==> src/rtl/cpu7_biu_ifetch.sv <==
// Instruction-fetch bus interface: accepts one IFU fetch at a time, issues a single
// outstanding memory read and returns the word, an alignment fault or a bus error.
module cpu7_biu_ifetch #(
  parameter int          GRLEN      = 32,
  parameter int          TIMEOUT    = 64,
  parameter logic [5:0]  EXC_ADEF   = 6'h08,
  parameter logic [5:0]  EXC_IBE    = 6'h3f,
  parameter logic [3:0]  UNCACHE_HI = 4'hA
) (
  input  logic             clk,
  input  logic             reset,
  input  logic             inst_req,
  input  logic [31:0]      inst_addr,
  input  logic             inst_cancel,
  output logic             inst_ack,
  output logic             inst_addr_ok,
  output logic             inst_valid_f,
  output logic [GRLEN-1:0] inst_rdata_f,
  output logic [1:0]       inst_count,
  output logic             inst_ex,
  output logic [5:0]       inst_exccode,
  output logic             inst_uncache,
  output logic             mem_req,
  output logic [31:0]      mem_addr,
  input  logic             mem_gnt,
  input  logic             mem_rvalid,
  input  logic [31:0]      mem_rdata,
  input  logic             mem_err
);

  localparam int             TW     = $clog2(TIMEOUT);
  localparam logic [TW-1:0]  T_LAST = TW'(TIMEOUT - 1);

  typedef enum logic [2:0] {
    S_IDLE, S_EXC, S_REQ, S_WAIT, S_DROP, S_RESP
  } state_t;

  state_t        state, state_n;
  logic [TW-1:0] timer;
  logic [31:2]   addr_q;
  logic [31:0]   rdata_q;
  logic          ex_q;

  logic          ack_c;
  logic          timeout;
  logic          rsp_ld;
  logic [31:0]   rsp_data;
  logic          rsp_ex;
  logic          in_wd, next_wd;

  assign timeout = (timer == T_LAST);
  assign in_wd   = (state == S_WAIT) || (state == S_DROP);
  assign next_wd = (state_n == S_WAIT) || (state_n == S_DROP);

  always_comb begin
    state_n  = state;
    ack_c    = 1'b0;
    rsp_ld   = 1'b0;
    rsp_data = '0;
    rsp_ex   = 1'b0;
    case (state)
      S_IDLE: begin
        ack_c = inst_req & ~inst_cancel;
        if (ack_c) state_n = (inst_addr[1:0] != 2'b00) ? S_EXC : S_REQ;
      end
      S_EXC:  state_n = S_IDLE;
      S_REQ: begin
        if (mem_gnt)          state_n = inst_cancel ? S_DROP : S_WAIT;
        else if (inst_cancel) state_n = S_IDLE;
      end
      S_WAIT: begin
        // A cancel coinciding with the returning read consumes it, so no drain is needed.
        if (inst_cancel) begin
          state_n = mem_rvalid ? S_IDLE : S_DROP;
        end else if (mem_rvalid) begin
          state_n  = S_RESP;
          rsp_ld   = 1'b1;
          rsp_data = mem_rdata;
          rsp_ex   = mem_err;
        end else if (timeout) begin
          state_n = S_RESP;
          rsp_ld  = 1'b1;
          rsp_ex  = 1'b1;
        end
      end
      S_DROP: if (mem_rvalid || timeout) state_n = S_IDLE;
      S_RESP: state_n = S_IDLE;
      default: state_n = S_IDLE;
    endcase
  end

  always_ff @(posedge clk or posedge reset) begin
    if (reset) begin
      state   <= S_IDLE;
      timer   <= '0;
      addr_q  <= '0;
      rdata_q <= '0;
      ex_q    <= 1'b0;
    end else begin
      state <= state_n;
      if (in_wd && next_wd) timer <= timeout ? timer : timer + 1'b1;
      else                  timer <= '0;
      if (ack_c) addr_q <= inst_addr[31:2];
      if (rsp_ld) begin
        rdata_q <= rsp_data;
        ex_q    <= rsp_ex;
      end
    end
  end

  always_comb begin
    inst_valid_f = ((state == S_EXC) || (state == S_RESP)) && !inst_cancel;
    inst_ex      = inst_valid_f && ((state == S_EXC) || ex_q);
    inst_exccode = '0;
    if (inst_ex) inst_exccode = (state == S_EXC) ? EXC_ADEF : EXC_IBE;
    inst_rdata_f = (inst_valid_f && (state == S_RESP)) ? GRLEN'(rdata_q) : '0;
    inst_uncache = inst_valid_f && (addr_q[31:28] == UNCACHE_HI);
  end

  assign inst_ack     = ack_c & ~reset;
  assign inst_addr_ok = inst_ack;
  assign inst_count   = 2'd1;
  assign mem_req      = (state == S_REQ);
  assign mem_addr     = mem_req ? {addr_q, 2'b00} : '0;

endmodule

==> config.mk <==
export PLATFORM = sky130hd
export DESIGN_NAME = cpu7_biu_ifetch
export DESIGN_NICKNAME = d
export VERILOG_FILES = /design/src/rtl/cpu7_biu_ifetch.sv
export SDC_FILE = /design/constraint.sdc
export NUM_CORES = 1
export LEC_CHECK = 0
export CORE_ASPECT_RATIO = 0.7
export CORE_MARGIN = 3
export CORE_UTILIZATION = 48
export CTS_CLUSTER_SIZE = 28
export DETAILED_ROUTE_END_ITERATION = 6
export HOLD_SLACK_MARGIN = 0.06
export PLACE_DENSITY = 0.86
export SLEW_MARGIN = 20
export SYNTH_ARGS = -nofsm -noshare
export SYNTH_HDL_FRONTEND = slang
export SYNTH_SLANG_ARGS = --single-unit
==> constraint.sdc <==
create_clock -name clk -period 8.68 [get_ports clk]
set_input_delay 1.736 -clock clk [delete_from_list [all_inputs] [get_ports clk]]
set_output_delay 1.736 -clock clk [all_outputs]
set_load 0.03 [all_outputs]
==> results of run 1 <==
[worst reg2reg max path, cell delays in order, from the launching register on]
cell	delay, ps
dfrtp_1	410
ha_1	250
nand2_1	150
o2111ai_2	510
buf_4	420
and3b_4	230
a2111oi_1	470
[cells by family (layout without fill, tap and decap cells)]
group	count (synthesis)	after routing
other	2	4
DFF	72	72
buffers and inverters	54	178
muxes	32	32
AOI/OAI and AO/OA	51	51
xor gates and xnor gates	2	2
and+or+nand+nor	192	192
adders and majority gates	1	1
[how the worst max path moves through the flow]
stage / from / to / depth (start not counted)
global placement: inst_cancel / inst_exccode[0] / 5
CTS: inst_cancel / inst_exccode[0] / 5
detailed placement: inst_cancel / inst_exccode[0] / 5
finish: inst_cancel / inst_exccode[0] / 5
floorplan: reset / inst_addr_ok / 3
global route: inst_cancel / inst_exccode[4] / 5
[layer usage]
layer | vias up | routed length, µm
met5 | - | 0
met4 | 0 | 62
met3 | 7 | 730
met2 | 168 | 5789
met1 | 1843 | 4856
li1 | 1705 | -
[cell type report]
cell class / count / area, µm²
Fill cell: 590 / 2238
Multi-Input combinational cell: 282 / 1957
Clock buffer: 11 / 242.7
Clock inverter: 5 / 56.30
Timing Repair Buffer: 155 / 1524
Inverter: 7 / 26.28
Tap cell: 101 / 126.4
Sequential cell: 72 / 1802
[state kept, by name, summed over array words and instances (netlist names)]
signal and cells:
timer 6, state 3, ex_q 1, addr_q 30
rdata_q 32
[metrics by stage]
stage               cells  hold slack [ps]  utilization
global placement      615            461.7       0.6797
global route          633            499.1       0.7192
CTS                   633            481.4       0.7191
floorplan             408            448.9            -
detailed placement    617            468.6       0.6816
finish                633            478.8       0.7192
[placed cells by master (no fill, tap or decap), types with 2 or more instances in the layout]
cell type          n
o21ai_0            2
nor3b_1            2
conb_1             4
o2111ai_1         32
and2b_1            2
inv_1              6
nand3_1           35
mux2_2            26
clkinv_2           2
a2111oi_1          5
nor2_1             6
dfrtp_1           72
o21ba_1            2
clkdlybuf4s50_1  144
buf_4             11
nand2_1           39
mux2_1             4
a21oi_1            2
and2_1            65
nand4_1           32
clkbuf_16          9
o211ai_1           2
mux2i_1            2
[power by group]
group | switching, mW | internal (mW)
registers | 0.0297 | 0.388
clock network | 0.136 | 0.230
logic | 0.120 | 0.125
total | 0.286 | 0.743
==> run_results.csv, run 1 <==
group,metric,value,unit
clocking,cts.sink_count,72,
clocking,cts_hold_buf,0,
timing,hold_viol_final,0,
critical_path,cp_top_family,"simple AND/OR/NAND/NOR gates",
global_routing,grt_pass1_wl,18.66,mm
critical_path,rr_startpoint,"timer[0]",
global_routing,grt_usage,0.2476,
worst_hold_path,min_to,"addr_q[16]",
yosys,netlist_area,0.004003,mm²
drt,firstDrtPassIters,4,
critical_path,cp_cell_sequence,"clkdlybuf4s50_1, nor2_1, and3_1, and2_1, clkdlybuf4s50_1",
clocking,clk_pin_slew,50,ps
critical_path,crit_top_cell,"clkdlybuf4s50_1",
critical_path,end_kind,"output pin",
worst_hold_path,holdPathStages,1,
run,cap_violations,0,
floorplanning,start_util,0.5020,
critical_path,slowest_delay,820,ps
power,power.density,179.4,mW/mm²
drt,avgViaCountPerCell,5.882,
timing,slew_viol_final,0,
critical_path,arrival,4260,ps
yosys,synth-simple-area-share,0.2741,
timing,worst_pin_slew,1089,ps
timing,tns,0,ps
critical_path,rr_endpoint,"timer[4]",
floorplanning,die_height,82.40,µm
critical_path,critical_path_class,"in2out",
yosys,synth_cell_type_count,41,
drt,num_vias,3723,
floorplanning,fp.dieW,115.1,µm
yosys,synth_top_family_by_area,"simple AND/OR/NAND/NOR gates",
yosys,ys_top_cells_by_count,"dfrtp_1 (72), and2_1 (65), nand2_1 (39)",
yosys,synth_top_area_share,0.4501,
timing,max_freq,166.7,MHz
clocking,clockBufferDepth,2,
yosys,yosys_warnings,0,
yosys,synth-edff-count,0,
floorplanning,rows,27,
clocking,insertion_delay,330,ps
timing,worst_slack,2682,ps
placed_design,io_buffer_count,144,
global_routing,grt_start_max_net_pins,43,
critical_path,rr_worst_depth,6,
global_routing,use_met3,0.05244,
global_routing,grt_overflow,0,
floorplanning,core,0.007973,mm²
status,status,"completed",
critical_path,crit_slowest_cell,"and3_1",
clocking,post-cts-setup-buffers,0,
drt,wl_per_cell,18.07,µm
yosys,syn_inst,406,
yosys,synth.avg_cell_area,9.859,µm²
critical_path,worstPathRequired,6940,ps
placed_design,dp_hpwl,7.671,mm
clocking,root_buffer,"clkbuf_16",
drt,drt-total-wl,11.44,mm
critical_path,path_buf_inv,2,
drt,drtIter0Drc,232,
clocking,cts_max_level,3,
placed_design,gp_congestion,0.8156,
clocking,cts_tree,"done",
global_routing,grt_pass1_vias,3603,
yosys,synth_compound_area_frac,0.1138,
global_routing,grt_use_met2,0.4157,
yosys,synth_xor_area_frac,0.004376,
layout,syn2layout_area_growth,43.26,%
critical_path,reg2reg_slack,6090,ps
worst_hold_path,hp-start,"addr_q[16]",
global_routing,antenna_found_initial,0,
timing,fin_skew,4.807,ps
timing,finalCriticalPeriod,5998,ps
timing,rsz0062_at_grt,"false",
yosys,async_reset_ff_frac,1.000,
timing,slew_headroom,0.2739,
drt,ant_nets,0,
clocking,numCtsBuffers,9,
yosys,ys.flop_type,"dfrtp_1",
layout,fin_area,0.005734,mm²
power,p_leak,2.300,nW
timing,setup_viol,0,
drt,drc_errors,0,
timing,timing.final.crit_share,0.6910,
floorplanning,io_pins,149,
worst_hold_path,hold_path.class,"reg2reg",
yosys,synth.most_common_cell,"dfrtp_1",
placed_design,place_ws,2697,ps
yosys,synth-adder-area-share,0.003126,
global_routing,grtUsageMet1,0.3387,
layout,layout.nets,599,
critical_path,path_max_fanout,33,
critical_path,start_kind,"primary input",
yosys,synth_top_cell_by_area,"dfrtp_1",
power,ir_drop,0.1084,mV
layout,antenna_cells,0,
power,finalPower,1.029,mW
clocking,ctsResizeCount,0,
floorplanning,die-area,0.009488,mm²
yosys,ys_seq_area_frac,0.4501,
placed_design,dpl_cell_area,0.005434,mm²
yosys,synth_top_cells_by_area,"dfrtp_1 (45%), and2_1 (10%), mux2_2 (7.3%)",
layout,drive_gt1_frac,0.1184,
global_routing,top_usage_layer,"met2",
yosys,ys_seq_elements,72,
yosys,synthMuxAreaShare,0.08940,
(Power assumes the default switching activity.)
==> inputs of run 2 (changes only) <==
--- a/config.mk
+++ b/config.mk
@@ -7,11 +7,11 @@
 export LEC_CHECK = 0
 export CORE_ASPECT_RATIO = 0.7
 export CORE_MARGIN = 3
-export CORE_UTILIZATION = 48
+export CORE_UTILIZATION = 45
 export CTS_CLUSTER_SIZE = 28
 export DETAILED_ROUTE_END_ITERATION = 6
 export HOLD_SLACK_MARGIN = 0.06
-export PLACE_DENSITY = 0.86
+export PLACE_DENSITY = 0.81
 export SLEW_MARGIN = 20
 export SYNTH_ARGS = -nofsm -noshare
 export SYNTH_HDL_FRONTEND = slang
==> constraint.sdc (replaced) <==
create_clock -name clk -period 5.9 [get_ports clk]
set_input_delay 1.18 -clock clk [delete_from_list [all_inputs] [get_ports clk]]
set_output_delay 1.18 -clock clk [all_outputs]
set_load 0.03 [all_outputs]
==> run_results.csv, run 2 (synthesis gave the netlist of run 1 again) <==
group,metric,value,unit
placed_design,place_ws,1153,ps
clocking,cts.sink_count,72,
timing,rsz0062_at_grt,"false",
global_routing,antenna_found_initial,0,
floorplanning,start_util,0.4682,
timing,max_freq,210.6,MHz
layout,post-route-util,0.6745,
clocking,clockBufferDepth,2,
drt,wl_met1,5.014,mm
critical_path,crit_slowest_cell,"clkdlybuf4s50_1",
layout,syn2layout_area_growth,44.05,%
floorplanning,die_height,84.91,µm
layout,final_common_cell,"clkdlybuf4s50_1",
power,p_leak,2.311,nW
timing,slew_viol_final,0,
layout,largest_register,"rdata_q",
drt,wl_met2,5.530,mm
floorplanning,io_pins,149,
timing,worst_slack,1152,ps
clocking,insertion_delay,330,ps
worst_hold_path,hold_path.class,"reg2reg",
power,power.density,265.3,mW/mm²
global_routing,grt_overflow,0,
layout,final_cell_mix,"clkdlybuf4s50_1 (144), dfrtp_1 (72), and2_1 (65), nand2_1 (39), nand3_1 (35)",
clocking,ctsResizeCount,0,
floorplanning,fp.dieW,118.7,µm
clocking,cts_tree,"done",
placed_design,dpl_cell_area,0.005458,mm²
clocking,root_buffer,"clkbuf_16",
critical_path,worstPathRequired,4720,ps
drt,route.met3.wl,744,µm
timing,worst_pin_slew,1097,ps
timing,hold_viol_final,0,
critical_path,arrival,3570,ps
status,status,"completed",
layout,drive_gt1_frac,0.1186,
drt,avgViaCountPerCell,5.624,
layout,stdcell_count,651,
floorplanning,core,0.008548,mm²
critical_path,start_kind,"primary input",
clocking,cts_hold_buf,0,
critical_path,crit_top_cell,"clkdlybuf4s50_1",
layout,reg.largest.list,"rdata_q: 32 flops, addr_q: 30 flops, timer: 6 flops",
floorplanning,die-area,0.01008,mm²
layout,antenna_cells,0,
placed_design,placed_cells,636,
clocking,post-cts-setup-buffers,0,
drt,maxUsedRoutingLayer,"met4",
layout,largest_reg_flops,32,
layout,layout.nets,599,
run,cap_violations,0,
drt,firstDrtPassIters,5,
critical_path,slowest_delay,700,ps
clocking,numCtsBuffers,9,
drt,drtIter0Drc,262,
timing,fin_skew,5.814,ps
placed_design,gp_congestion,0.8249,
timing,hold_ws,476.1,ps
drt,num_vias,3661,
drt,drc_errors,0,
layout,fillers,705,
timing,finalCriticalPeriod,4748,ps
timing,setup_viol,0,
critical_path,cp_cell_sequence,"clkdlybuf4s50_1, nor2_1, and3_1, buf_4, and2_1, clkdlybuf4s50_1",
global_routing,grt_pass1_wl,19.36,mm
placed_design,dp_hpwl,7.891,mm
power,ir_drop,0.1557,mV
floorplanning,rows,28,
drt,wl_per_cell,17.73,µm
global_routing,grt_usage,0.2373,
timing,timing.final.crit_share,0.8047,
clocking,cts_max_level,3,
global_routing,grt_pass1_vias,3752,
drt,ant_nets,0,
clocking,clk_pin_slew,50,ps
drt,drt-total-wl,11.54,mm
power,finalPower,1.530,mW
layout,fin_area,0.005766,mm²
global_routing,grt_start_max_net_pins,73,
placed_design,io_buffer_count,144,
critical_path,path_max_fanout,19,
timing,slew_headroom,0.2685,
critical_path,end_kind,"output pin",
timing,tns,0,ps
critical_path,critical_path_class,"in2out",
==> run 2: cell types whose count changed in the layout (fill, tap and decap cells not counted), sizes merged <==
cell | previous run | this run
clkbuf | 11 | 12
clkinv | 3 | 2
clkinvlp | 1 | 0
==> run 2: area by class of cell <==
| cell class | instances | area, µm² | share of cell area |
|---|---|---|---|
| inverter | 7 | 26.28 | 0.004557 |
| clock buffer | 12 | 266.5 | 0.04622 |
| timing repair buffer | 155 | 1524 | 0.2643 |
| clock inverter | 3 | 40.04 | 0.006944 |
| tap | 120 | 150.1 | 0.02604 |
| multi-input combinational | 282 | 1957 | 0.3394 |
| sequential | 72 | 1802 | 0.3125 |
==> run 2: routing by layer <==
metal | up-vias | track usage
met5 | - | 0
met1 | 1758 | 0.3143
met2 | 168 | 0.3809
li1 | 1709 | -
met4 | 0 | 0.09464
met3 | 26 | 0.05463
==> run 2: power breakdown <==
part	switching, mW	internal (mW)	leakage, nW	total (mW)
Combinational	0.175	0.184	1.38	0.359
Clock	0.198	0.358	0.154	0.556
Sequential	0.0440	0.571	0.773	0.615
Total	0.417	1.11	2.31	1.53
==> run 2: final timing paths <==
kind	cells past startpoint	from	end	slack, ps
min in group asynchronous	3	reset	addr_q[6]	1460
min	1	addr_q[10]	addr_q[10]	480
max reg2reg	5	state[0]	timer[1]	3240
min reg2reg	1	addr_q[10]	addr_q[10]	480
max in group asynchronous	3	reset	addr_q[23]	3810
max	6	inst_cancel	inst_exccode[1]	1150
==> run 2: worst max-delay path, delay by kind of cell <==
kind / cells / cell delay [ps]
buffers and inverters: 3 / 1520
and+or+nand+nor: 3 / 860
